--- config.mk ---
export PLATFORM = sky130hd
export DESIGN_NAME = demux32_1_2
export DESIGN_NICKNAME = d
export VERILOG_FILES = /design/src/rtl/demux32_1_2_pkg.sv /design/src/rtl/demux32_1_2_fifo32_sync.sv /design/src/rtl/demux32_1_2.sv
export SDC_FILE = /design/constraint.sdc
export NUM_CORES = 1
export LEC_CHECK = 0
export BUFFER_PORTS_ARGS = -buffer_cell sky130_fd_sc_hd__buf_2
export CORE_MARGIN = 2
export CORE_UTILIZATION = 30
export CTS_CLUSTER_SIZE = 24
export DETAILED_ROUTE_END_ITERATION = 7
export PLACE_DENSITY = 0.6
export SLEW_MARGIN = 30
export SYNTH_ARGS = -nofsm -noshare
export SYNTH_HDL_FRONTEND = slang
export SYNTH_SLANG_ARGS = --single-unit
--- constraint.sdc ---
create_clock -name clk -period 4.3 [get_ports clk]
set_input_delay 0 -clock clk [delete_from_list [all_inputs] [get_ports clk]]
set_output_delay 0 -clock clk [all_outputs]
set_load 0.1 [all_outputs]
--- src/rtl/demux32_1_2_pkg.sv ---
// Shared constants and helpers for the 32-bit datapath blocks.
package demux32_1_2_pkg;

  localparam int WIDTH_DFLT = 32;

  // Bits needed to hold values 0..n-1; constant-foldable for port widths.
  function automatic int clog2(input int n);
    int r;
    r = 0;
    for (int i = 0; i < 31; i++) begin
      if ((1 << i) < n) r = i + 1;
    end
    return r;
  endfunction

endpackage

--- src/rtl/demux32_1_2_fifo32_sync.sv ---
// DEPTH-entry synchronous FIFO; 1-cycle push-to-dout latency, dout zeroed when empty.
// Refuses push when full (no pass-through), ignores pop when empty.
module fifo32_sync
  import demux32_1_2_pkg::*;
#(
  parameter int WIDTH = WIDTH_DFLT,
  parameter int DEPTH = 2,
  localparam int AW = clog2(DEPTH),
  localparam int CW = clog2(DEPTH + 1)
) (
  input  logic             clk,
  input  logic             rst,
  input  logic             push,
  input  logic [WIDTH-1:0] din,
  input  logic             pop,
  output logic [WIDTH-1:0] dout,
  output logic [CW-1:0]    count,
  output logic             full,
  output logic             empty
);

  logic [WIDTH-1:0] mem [DEPTH];
  logic [AW-1:0]    wr_ptr;
  logic [AW-1:0]    rd_ptr;
  logic             do_push;
  logic             do_pop;

  assign full    = (count == CW'(DEPTH));
  assign empty   = (count == '0);
  assign do_push = push & ~full;
  assign do_pop  = pop & ~empty;
  assign dout    = empty ? '0 : mem[rd_ptr];

  // Storage is not reset: pointers and count define what is visible.
  always_ff @(posedge clk) begin
    if (do_push && !rst) mem[wr_ptr] <= din;
  end

  always_ff @(posedge clk) begin
    if (rst) begin
      wr_ptr <= '0;
      rd_ptr <= '0;
      count  <= '0;
    end else begin
      if (do_push) wr_ptr <= wr_ptr + AW'(1);
      if (do_pop)  rd_ptr <= rd_ptr + AW'(1);
      case ({do_push, do_pop})
        2'b10:   count <= count + CW'(1);
        2'b01:   count <= count - CW'(1);
        default: count <= count;
      endcase
    end
  end

endmodule

--- src/rtl/demux32_1_2.sv ---
// Buffered 1-to-2 word steering; 1-cycle input-to-output latency through per-output FIFOs.
// in_ready reflects only the selected FIFO's fullness; each output drains on its own valid/ready.
module demux32_1_2
  import demux32_1_2_pkg::*;
#(
  parameter int WIDTH = WIDTH_DFLT,
  parameter int DEPTH = 2,
  localparam int CW = clog2(DEPTH + 1)
) (
  input  logic             clk,
  input  logic             rst,
  input  logic [WIDTH-1:0] a,
  input  logic             s,
  input  logic             in_valid,
  output logic             in_ready,
  output logic [WIDTH-1:0] y0,
  output logic             valid0,
  input  logic             ready0,
  output logic [WIDTH-1:0] y1,
  output logic             valid1,
  input  logic             ready1,
  output logic [CW-1:0]    cnt0,
  output logic [CW-1:0]    cnt1
);

  logic full0, full1, empty0, empty1;
  logic push0, push1;

  assign in_ready = s ? ~full1 : ~full0;
  assign push0    = in_valid & in_ready & ~s;
  assign push1    = in_valid & in_ready & s;
  assign valid0   = ~empty0;
  assign valid1   = ~empty1;

  fifo32_sync #(.WIDTH(WIDTH), .DEPTH(DEPTH)) u_fifo0 (
    .clk   (clk),
    .rst   (rst),
    .push  (push0),
    .din   (a),
    .pop   (ready0),
    .dout  (y0),
    .count (cnt0),
    .full  (full0),
    .empty (empty0)
  );

  fifo32_sync #(.WIDTH(WIDTH), .DEPTH(DEPTH)) u_fifo1 (
    .clk   (clk),
    .rst   (rst),
    .push  (push1),
    .din   (a),
    .pop   (ready1),
    .dout  (y1),
    .count (cnt1),
    .full  (full1),
    .empty (empty1)
  );

endmodule

==> metrics, run 1 <==
status completed; GP Congestion 0.6932; Post-Syn Area 5283 µm²; Hold Startpoint ready1; top area cells in the synthesized netlist edfxtp_1 73%, mux2i_1 12%, nor2_1 5.4%; critical path class flop to flop; root buffer cell clkbuf_16; core area between 15000 and 20000 µm²; setup_tns 0 ns; most common cell after layout, fill and taps aside edfxtp_1; Placed Area 6065 µm²; Final Skew 0.01086 ns; yosys warns 0; Reg2Reg Depth 3; post-route cell area 7056 µm²; critical path launch point u_fifo1.count[0]$_SDFFE_PP0P_; Sink Count 138; kind of end point of the critical path flop; register area 4051 µm²; Clock Path Buffers 2; WL per Instance ~15 µm; DPL Wire Length roughly 6900 µm; final core occ 0.4093; max cap viols 0; Resized Gates After CTS 0; final hold vios 0; DRC 0; Synth top area share 0.7276; startpoint class of the critical path flop; sequential area share after synthesis 0.7655; die area 18690 µm²; Vias 3062; maximum clock rate roughly 490 MHz; Pre-antenna DRT Iters 4; multi-input logic area 1166 µm²; Reg-to-Reg Start u_fifo1.count[0]$_SDFFE_PP0P_; Yosys top cell by area edfxtp_1; met2 GRT Util 0.1889; final setup violation count 0; CP Max Fanout 32; Ports 109; port buffer count 108; Worst-Margin Slew between 0.9 and 1 ns; antenna violations before repair 0; Post-CTS Hold Buffers 37; Starting Density 0.3065; pin count of the biggest net entering global routing 34; Reg2Reg Setup Slack 2.25 ns; clock latency on the worst-skew pair between 0.4 and 0.5 ns; Avg Inst Size Synth 16.15 µm²; fin crit share 0.4769; total inserted antenna cells 0; Final min period between 2 and 2.5 ns; share of cells above drive strength 1 0.2945; worst hold path type input port to flop; number of DRC markers in iteration 0 between 100 and 150; CTS Buf Count 17; Worst-path clk slew 0.05 ns; die width 136.7 µm; most frequent cells in the layout 128 x edfxtp_1, 108 x buf_2, 72 x nor2_1; number of global-route vias before repair 3091; Final #Nets approximately 520; total gr overflow 0; via density per instance around 4.3; max_slew headroom 0.3776; Worst Setup Slack post-DPL approximately 2.2 ns; Total Routed Length 10430 µm; GR Util All Layers 0.1152; Cell variety after synth 23; Mapped Cells roughly 330; GR Layer Usage met1 0.1364; Layout area overhead 33.56%; Data arrival, critical path about 2.1 ns; worst path required time 4.32 ns; syn nets 367; RR Endpoint u_fifo1.mem[1][2]$_DFFE_PP_; antenna violation net count after detailed routing 0; Most Crowded Layer GR met2; die height 136.7 µm; max-slew violations 0; M3 GR Usage 0.03593; Fillers 1620; CTS H-tree depth 4; RSZ-0062 raised after global routing false; Rows 48; post-synthesis register bit count 138; CTS tree done; hold path depth 4; Post-CTS Setup Repair Bufs 0; setup slack after layout ~2.2 ns; first-pass GRT wire length 15550 µm
stage by stage:
| stage | cells | hold slack (ns) |
|---|---|---|
| global route | 714 | 0.08628 |
| detailed placement | 646 | 0.2219 |
| global placement | 646 | 0.2195 |
| CTS | 713 | 0.004370 |
| finish | 714 | 0.03029 |
| floorplan | 327 | 0.09887 |
cell usage after synthesis (all sizes together):
cell,instances
a32o,1
a21oi,2
nor2,76
nor2b,2
nand3,2
nor3,1
clkbuf,1
dfxtp,10
or3,2
xnor2,2
xor2,4
o2bb2ai,1
inv,6
edfxtp,128
nand2b,2
buf,14
mux2,1
nand3b,1
ha,2
o21ai,4
mux2i,64
and3,1
worst max path at each step:
stage / slack [ns] / cells after the start / end
after floorplan: 0.25 / 3 / u_fifo0.mem[0][0]$_DFFE_PP_
after global placement: 2.32 / 3 / u_fifo1.mem[1][3]$_DFFE_PP_
after detailed placement: 2.21 / 3 / u_fifo1.mem[0][2]$_DFFE_PP_
after CTS: 2.02 / 3 / y0[25]
after global routing: 2.12 / 3 / u_fifo1.mem[1][2]$_DFFE_PP_
final: 2.25 / 3 / u_fifo1.mem[1][2]$_DFFE_PP_
worst max-delay path: stages (launching register included):
cell and delay [ns]:
dfxtp_1 0.48, nand2b_1 0.19, nand3_1 0.21, nor2_4 0.77
flip-flops by register name (all words and copies together), names as in the netlist, named ones only:
register        flops
u_fifo1.wr_ptr      1
u_fifo1.mem        64
u_fifo0.wr_ptr      1
u_fifo0.count       2
u_fifo0.rd_ptr      1
u_fifo1.count       2
u_fifo0.mem        64
u_fifo1.rd_ptr      1
cell type report:
| type | instances | share of cell area |
|---|---|---|
| sequential | 138 | 0.5742 |
| multi-input combinational | 168 | 0.1653 |
| timing repair buffer | 147 | 0.1341 |
| clock buffer | 20 | 0.06189 |
| tap | 225 | 0.03990 |
| clock inverter | 10 | 0.02146 |
| inverter | 6 | 0.003192 |
cell families (layout without fill, tap and decap cells):
| kind of cell | after synthesis | in the layout | synth area share |
|---|---|---|---|
| AO/OA/AOI/OAI | 8 | 8 | 0.009238 |
| XOR/XNOR | 6 | 6 | 0.009948 |
| AND/OR/NAND/NOR | 87 | 87 | 0.06655 |
| buffers and inverters | 21 | 183 | 0.02061 |
| multiplexers | 65 | 65 | 0.1234 |
| adder cells (fa/ha/maj) | 2 | 2 | 0.004736 |
| flip-flops | 138 | 138 | 0.7655 |
per-layer routing:
metal	vias up	routed length, µm
met5	-	0
met4	0	156
met3	13	486
met2	81	5081
met1	1471	4705
li1	1497	-
Power of run 1 is not shown: default switching activity piles up to over one toggle a cycle in this logic, so the estimate is an artifact.
==> run 2, diff against run 1 <==
==> constraint.sdc (replaced) <==
create_clock -name clk -period 2 [get_ports clk]
set_input_delay 0 -clock clk [delete_from_list [all_inputs] [get_ports clk]]
set_output_delay 0 -clock clk [all_outputs]
set_load 0.1 [all_outputs]
==> run 2 against run 1 <==
Sequential share of layout area is 4.6 points lower. First-iteration DRC count is 30% lower. Count of clock-buffer cells in the layout is 1 lower. Clock skew is 0.0046 ns lower. Setup slack worse by 2.1 ns. Critical path type is now flop to output port.
==> metrics, run 2 (synthesis gave the netlist of run 1 again) <==
RR Endpoint u_fifo0.count[1]$_SDFFE_PP0P_; critical path launch point u_fifo0.count[1]$_SDFFE_PP0P_; GP Congestion 0.7300; share of cells above drive strength 1 0.4520; Reg2Reg Setup Slack 0.34 ns; CP endpoint y0[31]; Worst-Margin Slew 0.6411 ns; Hold Startpoint ready1; CTS tree done; Data arrival, critical path ~1.9 ns; worst hold path type input port to flop; maximum clock rate 538.3 MHz; number of global-route vias before repair approximately 3.3k; most frequent cells in the layout 128 x edfxtp_1, 108 x buf_2, 64 x mux2i_1; root buffer cell clkbuf_16; CP Max Fanout 22; pin count of the biggest net entering global routing 34; startpoint class of the critical path flop; Final min period 1.858 ns; Rows 48; setup slack after layout 0.1422 ns; Sink Count approximately 140; port buffer count 108; Largest regs u_fifo0.mem (64), u_fifo1.mem (64); Starting Density 0.3065; final core occ 0.4456; number of DRC markers in iteration 0 between 100 and 150; Vias around 3.2k; Layout area overhead 45.41%; final hold vios 0; core area 17240 µm²; clock latency on the worst-skew pair about 0.41 ns; post-route cell area roughly 7700 µm²; die width 136.7 µm; Reg2Reg Depth 5; WL per Instance approximately 16 µm; status completed; setup_tns 0 ns; GR Util All Layers 0.1286; DPL Wire Length 7267 µm; CTS H-tree depth 4; antenna violation net count after detailed routing 0; most common cell after layout, fill and taps aside edfxtp_1; Final #Nets 527; die height 136.7 µm; die area around 19000 µm²; total gr overflow 0; max-slew violations 0; Final Skew 0.006285 ns; first-pass GRT wire length ~18000 µm; max_slew headroom 0.5726; kind of end point of the critical path output port; DRC 0; CTS Buf Count 17; total inserted antenna cells 0; Ports 109; antenna violations before repair 0; RSZ-0062 raised after global routing false; worst path required time 2.00 ns; Pre-antenna DRT Iters 4; Clock Path Buffers 2; critical path class flop to output port; final setup violation count 0; Worst Setup Slack post-DPL 0.3506 ns; max cap viols 0; Resized Gates After CTS 0; Worst-path clk slew 0.06 ns; fin crit share 0.9289; Total Routed Length 11250 µm; Placed Area between 6000 and 7000 µm²; via density per instance 4.363; Reg-to-Reg Start u_fifo0.count[0]$_SDFFE_PP0P_
==> run 2: cell count changes in the layout (fill, tap and decap cells not counted), sizes merged <==
cell | before | now
buf | 110 | 120
bufinv | 4 | 6
clkbuf | 20 | 19
clkinvlp | 0 | 1
dlygate4sd3 | 37 | 36
==> run 2: how the worst min path moves through the flow <==
stage / end / slack (ns) / cells after the start
floorplan: u_fifo0.mem[0][0]$_DFFE_PP_ / 0.1 / 0
global placement: u_fifo1.mem[0][15]$_DFFE_PP_ / 0.22 / 1
detailed placement: u_fifo1.mem[0][10]$_DFFE_PP_ / 0.22 / 1
CTS: u_fifo1.rd_ptr$_SDFFE_PP0P_ / 0.01 / 4
global route: u_fifo1.rd_ptr$_SDFFE_PP0P_ / 0.08 / 4
finish: u_fifo1.rd_ptr$_SDFFE_PP0P_ / 0.02 / 4
==> run 2: repair_timing <==
action                    CTS  global route
setup buffers               0             0
hold buffers               36             0
hold endpoints to repair  137             0
==> run 2: per-layer routing <==
metal / vias up / track usage / share of wire
met5: - / 0 / 0
met4: 0 / 0.04977 / 0.017
met3: 16 / 0.04185 / 0.053
met2: 75 / 0.2083 / 0.48
met1: 1543 / 0.1599 / 0.45
li1: 1529 / - / -
==> run 2: layout make-up <==
cell class	instances	area, µm²
clock inverters	13	224.0
multi-input cells	168	1623
fillers	1545	9555
well taps	225	281.5
inverters	6	22.52
flip-flops and latches	138	4056
repair buffers	156	1041
clock buffers	19	432.9
==> run 2: worst max-delay path, cell delays in order (launching register included) <==
cell     delay, ns
dfxtp_2       0.35
nor2_4        0.13
buf_4         0.53
nor2_2        0.11
buf_2         0.32
==> run 2: stage by stage <==
step | hold WS (ns) | cells
finish | 0.02272 | 725
global route | 0.07754 | 725
CTS | 0.009548 | 725
detailed placement | 0.2235 | 657
global placement | 0.2162 | 657
floorplan | 0.09887 | 327
Power of run 2 is left out for the same reason.
==> run 3, diff against run 2 <==
==> constraint.sdc (replaced) <==
create_clock -name clk -period 2.4 [get_ports clk]
set_input_delay 0 -clock clk [delete_from_list [all_inputs] [get_ports clk]]
set_output_delay 0 -clock clk [all_outputs]
set_load 0.1 [all_outputs]
==> run 3 against run 2 <==
Setup slack improved by 0.24 ns. Worst hold slack improved by 0.040 ns. Core utilization decreased by 3.1 points. Die area unchanged. Clock skew increased by 0.00096 ns. Critical endpoint is now y1[20]. Non-clock buffer count decreased by 3. Sequential share of layout area increased by 3.9 points. First-iteration DRC count increased by 12%.
==> metrics, run 3 (synthesis gave the netlist of run 1 again) <==
DRC 0; most frequent cells in the layout 128 x edfxtp_1, 108 x buf_2, 66 x nor2_1; setup slack after layout 0.3796 ns; startpoint class of the critical path flop; CTS H-tree depth 4; RSZ-0062 raised after global routing false; die width 136.7 µm; clock latency on the worst-skew pair between 0.4 and 0.5 ns; Worst Setup Slack post-DPL ~0.57 ns; GP Congestion 0.6832; antenna violations before repair 0; root buffer cell clkbuf_16; Rows between 40 and 50; GR Util All Layers 0.1230; Pre-antenna DRT Iters 4; CP Max Fanout 18; maximum clock rate 495.0 MHz; antenna violation net count after detailed routing 0; critical path class flop to output port; worst hold path type input port to flop; total gr overflow 0; port buffer count between 100 and 150; first-pass GRT wire length ~17000 µm; Non-Filler Instances around 720; CP bufs+invs 2; Slowest cell on crit path dfxtp_2; CP top delay family buffers and inverters; Final min period 2.020 ns; met3 wire len 643 µm; Met1 Wirelength a little over 5000 µm; die height about 140 µm; max cap viols 0; CTS Buf Count 17; core area 17240 µm²; Reg-to-Reg Start u_fifo0.count[0]$_SDFFE_PP0P_; total inserted antenna cells 0; Post-CTS Setup Repair Bufs 0; Top Metal Used met4; Largest regs u_fifo0.mem (64), u_fifo1.mem (64); die area 18690 µm²; DPL Wire Length 7458 µm; kind of end point of the critical path output port; number of DRC markers in iteration 0 115; CP endpoint y1[20]; CP max stage delay 0.65 ns; CTS tree done; max-slew violations 0; Layout area overhead 35.15%; worst path required time 2.40 ns; Reg2Reg Setup Slack 0.56 ns; via density per instance 4.239; RR Endpoint u_fifo0.mem[1][0]$_DFFE_PP_; Data arrival, critical path 2.02 ns; Reg2Reg Depth 4; worst path cell trace buf_12, mux2i_1, nor2_1, buf_2; WL per Instance 15.30 µm; Final #Nets between 500 and 600; number of global-route vias before repair around 3.1k; share of cells above drive strength 1 0.3246; Vias 3056; pin count of the biggest net entering global routing 33; # placed instances 654; met2 wire len roughly 5300 µm; final hold vios 0; Ports 109; Worst-path clk slew 0.05 ns; critical path depth 4; max_slew headroom 0.6368; hold path depth 4; most common cell after layout, fill and taps aside edfxtp_1; Fillers 1616; status completed; Post-CTS Hold Buffers 36; Final Skew ~0.0072 ns; Clock Path Buffers 2; Total Routed Length 11030 µm; Starting Density 0.3065; Resized Gates After CTS 0; final setup violation count 0; fin crit share 0.8418; Sink Count 138; Worst-Margin Slew 0.5435 ns
run 3: worst min path at each step:
stage,end,start
final,u_fifo0.rd_ptr$_SDFFE_PP0P_,ready0
after global routing,u_fifo0.rd_ptr$_SDFFE_PP0P_,ready0
after CTS,u_fifo0.rd_ptr$_SDFFE_PP0P_,ready0
after detailed placement,u_fifo0.mem[1][15]$_DFFE_PP_,a[15]
after global placement,u_fifo1.mem[0][31]$_DFFE_PP_,a[31]
after floorplan,u_fifo0.mem[0][0]$_DFFE_PP_,a[0]
run 3: final cells by class:
class                      count  area, µm²  area share
inverter                       6      22.52    0.003155
multi-input combinational    168       1187      0.1663
clock buffer                  18      429.2     0.06011
sequential                   138       4048      0.5669
clock inverter                13      152.6     0.02138
timing repair buffer         153       1018      0.1427
tap                          225      281.5     0.03943
run 3: worst reg2reg max path: stages (launching register included):
cell	delay [ns]
dfxtp_2	0.40
nand2b_1	0.17
nor2b_1	0.20
and3_2	0.53
buf_12	0.23
run 3: layer usage:
metal | vias up | track usage
met5 | - | 0
met4 | 0 | 0.04225
met3 | 8 | 0.04630
met2 | 83 | 0.1953
met1 | 1454 | 0.1545
li1 | 1511 | -
run 3: through the flow:
| step | instance area, µm² | hold WS (ns) | setup TNS (ns) | utilization |
|---|---|---|---|---|
| detailed placement | 6197 | 0.2264 | 0 | 0.3595 |
| global placement | 6197 | 0.2150 | 0 | 0.3595 |
| floorplan | 5325 | 0.09887 | -18.09 | - |
| finish | 7139 | 0.06318 | 0 | 0.4142 |
| CTS | 7139 | 0.04887 | 0 | 0.4142 |
| global route | 7139 | 0.1171 | 0 | 0.4142 |
Power of run 3 is left out for the same reason.
